--- src/rtl/data_bus_timer_if.sv ---
// data_bus_timer_if: CPU data-memory bus between the master and a memory-mapped responder
interface data_bus_timer_if;
  logic        ce;
  logic        we;
  logic [31:0] addr;
  logic [3:0]  sel;
  logic [31:0] data_i;
  logic [31:0] data_o;
  modport master (output ce, we, addr, sel, data_i, input data_o);
  modport slave (input ce, we, addr, sel, data_i, output data_o);
endinterface

--- src/rtl/data_bus_timer.sv ---
// data_bus_timer: memory-mapped prescaled countdown timer with one-shot/auto-reload and level irq
module data_bus_timer #(
  parameter logic [31:0] BASE_ADDR = 32'h2000_0000,
  parameter bit          REG_OUT   = 1'b0,
  parameter int          PRE_W     = 16
) (
  input  logic             clk,
  input  logic             rst_n,
  data_bus_timer_if.slave  bus,
  output logic             irq_o
);
  logic [2:0]       ctrl;
  logic             expired;
  logic [31:0]      load, count, load_m, rdata;
  logic [PRE_W-1:0] prescale, pcnt, pre_m;
  logic [5:0]       widx;
  logic             hit, wr, rd, wr_ctrl, wr_stat, wr_load, wr_pre, tick, expire;
  logic             unused;
  assign unused  = ^bus.addr[1:0];
  assign widx    = bus.addr[7:2];
  assign hit     = bus.addr[31:8] == BASE_ADDR[31:8];
  assign wr      = bus.ce & bus.we & hit;
  assign rd      = bus.ce & ~bus.we & hit;
  assign wr_ctrl = wr && widx == 6'd0;
  assign wr_stat = wr && widx == 6'd1;
  assign wr_load = wr && widx == 6'd2;
  assign wr_pre  = wr && widx == 6'd4;
  assign tick    = ctrl[0] && pcnt == prescale;
  // a LOAD write on a tick edge takes precedence over every tick effect
  assign expire  = tick & ~wr_load & (count == 32'd0);
  assign irq_o   = expired & ctrl[2];
  always_comb begin
    load_m = load;
    pre_m  = prescale;
    for (int i = 0; i < 32; i++) load_m[i] = bus.sel[i/8] ? bus.data_i[i] : load[i];
    for (int i = 0; i < PRE_W; i++) pre_m[i] = bus.sel[i/8] ? bus.data_i[i] : prescale[i];
  end
  always_comb begin
    rdata = widx == 6'd0 ? {29'd0, ctrl} :
            widx == 6'd1 ? {31'd0, expired} :
            widx == 6'd2 ? load :
            widx == 6'd3 ? count :
            widx == 6'd4 ? 32'(prescale) : 32'd0;
  end
  always_ff @(posedge clk or negedge rst_n) begin
    if (!rst_n) begin
      ctrl     <= '0;
      expired  <= 1'b0;
      load     <= '0;
      count    <= '0;
      prescale <= '0;
      pcnt     <= '0;
    end else begin
      ctrl     <= wr_ctrl ? (bus.sel[0] ? bus.data_i[2:0] : ctrl) :
                  (expire & ~ctrl[1]) ? {ctrl[2:1], 1'b0} : ctrl;
      expired  <= expire | (expired & ~(wr_stat & bus.sel[0] & bus.data_i[0]));
      load     <= wr_load ? load_m : load;
      prescale <= wr_pre ? pre_m : prescale;
      count    <= wr_load ? load_m :
                  !tick ? count :
                  count != 32'd0 ? count - 32'd1 :
                  ctrl[1] ? load : count;
      pcnt     <= (wr_load | ~ctrl[0] | tick) ? '0 : pcnt + PRE_W'(1);
    end
  end
  generate
    if (REG_OUT) begin : g_reg
      logic [31:0] data_q;
      always_ff @(posedge clk or negedge rst_n) begin
        if (!rst_n) data_q <= '0;
        else if (rd) data_q <= rdata;
      end
      assign bus.data_o = data_q;
    end else begin : g_comb
      assign bus.data_o = rd ? rdata : 32'd0;
    end
  endgenerate
endmodule

--- src/flat_wrapper.sv ---
// flat-port wrapper written by rule: the top's interface ports become plain ports
module data_bus_timer_flat 
#(
  parameter logic [31:0] BASE_ADDR = 32'h2000_0000,
  parameter bit          REG_OUT   = 1'b0,
  parameter int          PRE_W     = 16
)
  (clk, rst_n, irq_o, bus_ce, bus_we, bus_addr, bus_sel, bus_data_i, bus_data_o);
  data_bus_timer_if bus_i ();
  input  logic clk;
  input  logic rst_n;
  output logic irq_o;
  input wire logic [$bits(bus_i.ce)-1:0] bus_ce;
  input wire logic [$bits(bus_i.we)-1:0] bus_we;
  input wire logic [$bits(bus_i.addr)-1:0] bus_addr;
  input wire logic [$bits(bus_i.sel)-1:0] bus_sel;
  input wire logic [$bits(bus_i.data_i)-1:0] bus_data_i;
  output wire logic [$bits(bus_i.data_o)-1:0] bus_data_o;
  assign bus_i.ce = bus_ce;
  assign bus_i.we = bus_we;
  assign bus_i.addr = bus_addr;
  assign bus_i.sel = bus_sel;
  assign bus_i.data_i = bus_data_i;
  assign bus_data_o = bus_i.data_o;
  data_bus_timer #(.BASE_ADDR(BASE_ADDR), .REG_OUT(REG_OUT), .PRE_W(PRE_W)) u_core (.clk(clk), .rst_n(rst_n), .bus(bus_i), .irq_o(irq_o));
endmodule
--- config.mk ---
export PLATFORM = sky130hd
export DESIGN_NAME = data_bus_timer_flat
export DESIGN_NICKNAME = d
export VERILOG_FILES = /design/src/rtl/data_bus_timer_if.sv /design/src/rtl/data_bus_timer.sv /design/src/flat_wrapper.sv
export SDC_FILE = /design/constraint.sdc
export NUM_CORES = 1
export LEC_CHECK = 0
export ABC_AREA = 1
export BUFFER_PORTS_ARGS = -buffer_cell sky130_fd_sc_hd__buf_4
export CAP_MARGIN = 5
export CELL_PAD_IN_SITES_DETAIL_PLACEMENT = 0
export CELL_PAD_IN_SITES_GLOBAL_PLACEMENT = 1
export CORE_MARGIN = 2
export CORE_UTILIZATION = 42
export CTS_BUF_LIST = sky130_fd_sc_hd__clkbuf_2 sky130_fd_sc_hd__clkbuf_4 sky130_fd_sc_hd__clkbuf_8
export CTS_CLUSTER_SIZE = 14
export DETAILED_ROUTE_END_ITERATION = 10
export GPL_ROUTABILITY_DRIVEN = 0
export MAX_ROUTING_LAYER = met4
export PLACE_DENSITY = 0.83
export SYNTH_ARGS = -nofsm -noshare
export SYNTH_HDL_FRONTEND = slang
export SYNTH_SLANG_ARGS = --single-unit
--- constraint.sdc ---
create_clock -name clk -period 2.5 [get_ports clk]
set_clock_uncertainty 0.05 [all_clocks]
set_input_delay 0 -clock clk [delete_from_list [all_inputs] [get_ports clk]]
set_output_delay 0 -clock clk [all_outputs]
set_load 0.05 [all_outputs]
==> results.md <==
- Max clock buf depth: 2
- Final setup fails: 0
- Max-Cap Viols: 0
- Yosys reg bits: 100
- Resize count post-CTS: 0
- Reg2reg setup slack: 330 ps
- I/O pin count: 105
- Effective utilization at floorplan: 0.4244
- Mapped Nets: 1269
- Max FO, Critical Path: 5
- Most frequent cells in the layout: nand2_1, nor2_1, buf_4
- Final hold vios: 0
- GRT Residual Overflow: 0
- TritonCTS clock tree: done
- Core area: 17840 um2
- Routed WL: 24230 um
- Cell variety after synth: 43
- Post-CTS Hold Buffers: 41
- Slew margin rel.: 0.5609
- Setup CP Type: in2out
- Max incr delay on CP: 540 ps
- CP required: 2450 ps
- DR WL/cell: 15.47 um
- Hold path depth: 5
- Port-buffer cells: 102
- Clk Latency, worst-skew pair: 400 ps
- DIE WIDTH: 138.3 um
- Hold Crit Start: bus_sel[3]
- Fill cells: 1896
- Setup bufs post-CTS: 0
- Hold Path End: u_core.load[27]
- Die H: 138.3 um
- RR Endpoint: u_core.count[30]
- DRT Pass-1 Iters: 6
- Worst vdd rail ir drop: 0.2685 mV
- CP cell instances: dlygate4sd3_1 > buf_4 > nor2_1 > nand3_1 > o21ai_0 > a21oi_1 > a211oi_1 > buf_4
- Setup ws final: 333.0 ps
- Rows: 49
- Reg2Reg Depth: 9
- Pre-CTS setup slack: 385.2 ps
- Root Buffer: clkbuf_8
- Non-Filler Instances: 1566
- # nets final: 1408
- Placed insts: 1510
- TNS Setup: 0 ps
- Clock buffer count from CTS: 9
- Most common cell after layout, fill and taps aside: nand2_1
- LEAKAGE: 4.792 nW
- Pin count of the biggest net entering global routing: 47
- GRT Overall Usage: 0.2624
- Via count: 7971
- Period utilization: 0.8668
- Share of layout cells above drive strength 1: 0.1586
- Mapped Cells: 1194
- RSZ-0062 raised after global routing: no
- Clock sinks: 100
- Startpoint Class: input port
- Crit path DAT: 2120 ps
- Vias in the first global route: 7316
- Max frequency: 0.4615 GHz
- Initial antenna violation count: 0
- H-tree levels: 3
- CTS clk-pin slew, worst paths: 110 ps
- Mapped cell area: 7572 um2
- Status: completed
- Worst Setup End Kind: output port
- Sequential area share after synthesis: 0.3305
- Avg Cell Area, Syn: 6.342 um2
- First-pass GRT wire length: 39210 um
- Pwr/cell area: 316.5 nW/um2
- Drt via density: 5.090
- Worst Hold Class: in2reg
- Min cycle time layout: 2167 ps
- Worst r2r src: u_core.count[0]
- Final core occ: 0.5131
- Least-Margin Pin Slew: 658.6 ps
- Die area: 19120 um2
- Hpwl dp: 18340 um
- Drt first-iter violations: 487
- Cell mode on critical path: buf_4
- Remaining DRCs: 0
- Detail Route Antenna Nets: 0
- Area Growth Syn to Fin: 20.89%
- Slowest cell on the critical path: dlygate4sd3_1
- N_diodes: 0
- Synthesis warning total: 0
- Max-slew violations: 0
how the worst max path moves through the flow:
stage | endpoint | from
floorplan | bus_data_o[14] | bus_addr[7]
global placement | u_core.count[28] | u_core.count[0]
detailed placement | u_core.count[30] | u_core.count[0]
CTS | bus_data_o[0] | bus_addr[2]
global route | u_core.count[28] | u_core.count[17]
finish | bus_data_o[9] | bus_addr[2]
metal layers:
layer | global-route usage | up-vias | part of all wire
met5 | - | - | 0
met4 | 0.04995 | 0 | 0.012
met3 | 0.03602 | 21 | 0.049
met2 | 0.4085 | 211 | 0.46
met1 | 0.3698 | 3675 | 0.48
li1 | - | 4064 | -
layout make-up:
class / count / area, um2 / share of cell area
multi-input cells: 925 / 4319 / 0.4718
repair buffers: 166 / 1374 / 0.1501
clock buffers: 10 / 131.4 / 0.01435
flip-flops and latches: 100 / 2502 / 0.2734
well taps: 229 / 286.5 / 0.03130
clock inverters: 5 / 38.79 / 0.004237
inverters: 131 / 501.7 / 0.05481
stage by stage:
step	area, um2	total power [mW]	hold WS (ps)
after detailed placement	8573	1.874	12.30
after CTS	9154	2.931	2.373
after global routing	9154	3.014	35.19
final	9154	2.897	8.556
after global placement	8573	1.874	17.19
after floorplan	7572	1.716	-345.6
synth_stat cells (all sizes together):
master / instances / area, um2
clkinv: 2 / 10.01
o2bb2ai: 1 / 8.760
a31oi: 11 / 68.82
o22ai: 1 / 6.260
o21bai: 1 / 7.510
nor2: 190 / 813.3
nor3: 13 / 81.33
nand3: 80 / 430.4
ha: 3 / 37.54
clkbuf: 16 / 60.06
a21oi: 12 / 60.06
xnor2: 5 / 43.79
dfrtp: 100 / 2502
a221oi: 1 / 8.760
a22oi: 16 / 120.1
o31ai: 1 / 7.510
inv: 129 / 491.7
nand3b: 6 / 45.04
a211oi: 2 / 15.01
xor2: 8 / 70.07
o221ai: 1 / 8.760
nand2: 432 / 1745
o21ai: 120 / 600.6
nand4: 16 / 100.1
buf: 22 / 191.4
nor3b: 5 / 37.54
registers in the layout, summed over array words and instances (netlist names):
signal and flops:
u_core.count 32, u_core.load 32, u_core.pcnt 16, u_core.prescale 16, u_core.ctrl 3, u_core.expired 1
kinds of logic (layout without fill, tap and decap cells):
kind of cell / after synthesis / count (layout) / share of synthesized area
fa+ha+maj: 3 / 3 / 0.004958
compound gates: 167 / 167 / 0.1205
xor+xnor: 13 / 13 / 0.01504
simple gates: 742 / 742 / 0.4296
buf+inv: 169 / 312 / 0.09947
flops: 100 / 100 / 0.3305
power breakdown:
group	switching (mW)	internal (mW)	total, mW	leakage [nW]
logic	0.133	0.137	0.270	3.47
clock network	0.636	0.374	1.01	0.0861
registers	0.0000000179	1.62	1.62	1.23
total	0.770	2.13	2.90	4.79
worst max-delay path: cells and delay by family:
family          cells  cell delay [ps]
buf+inv             3              950
compound gates      3              890
simple gates        2              280
Note: power is estimated with default switching activity, not from simulation.
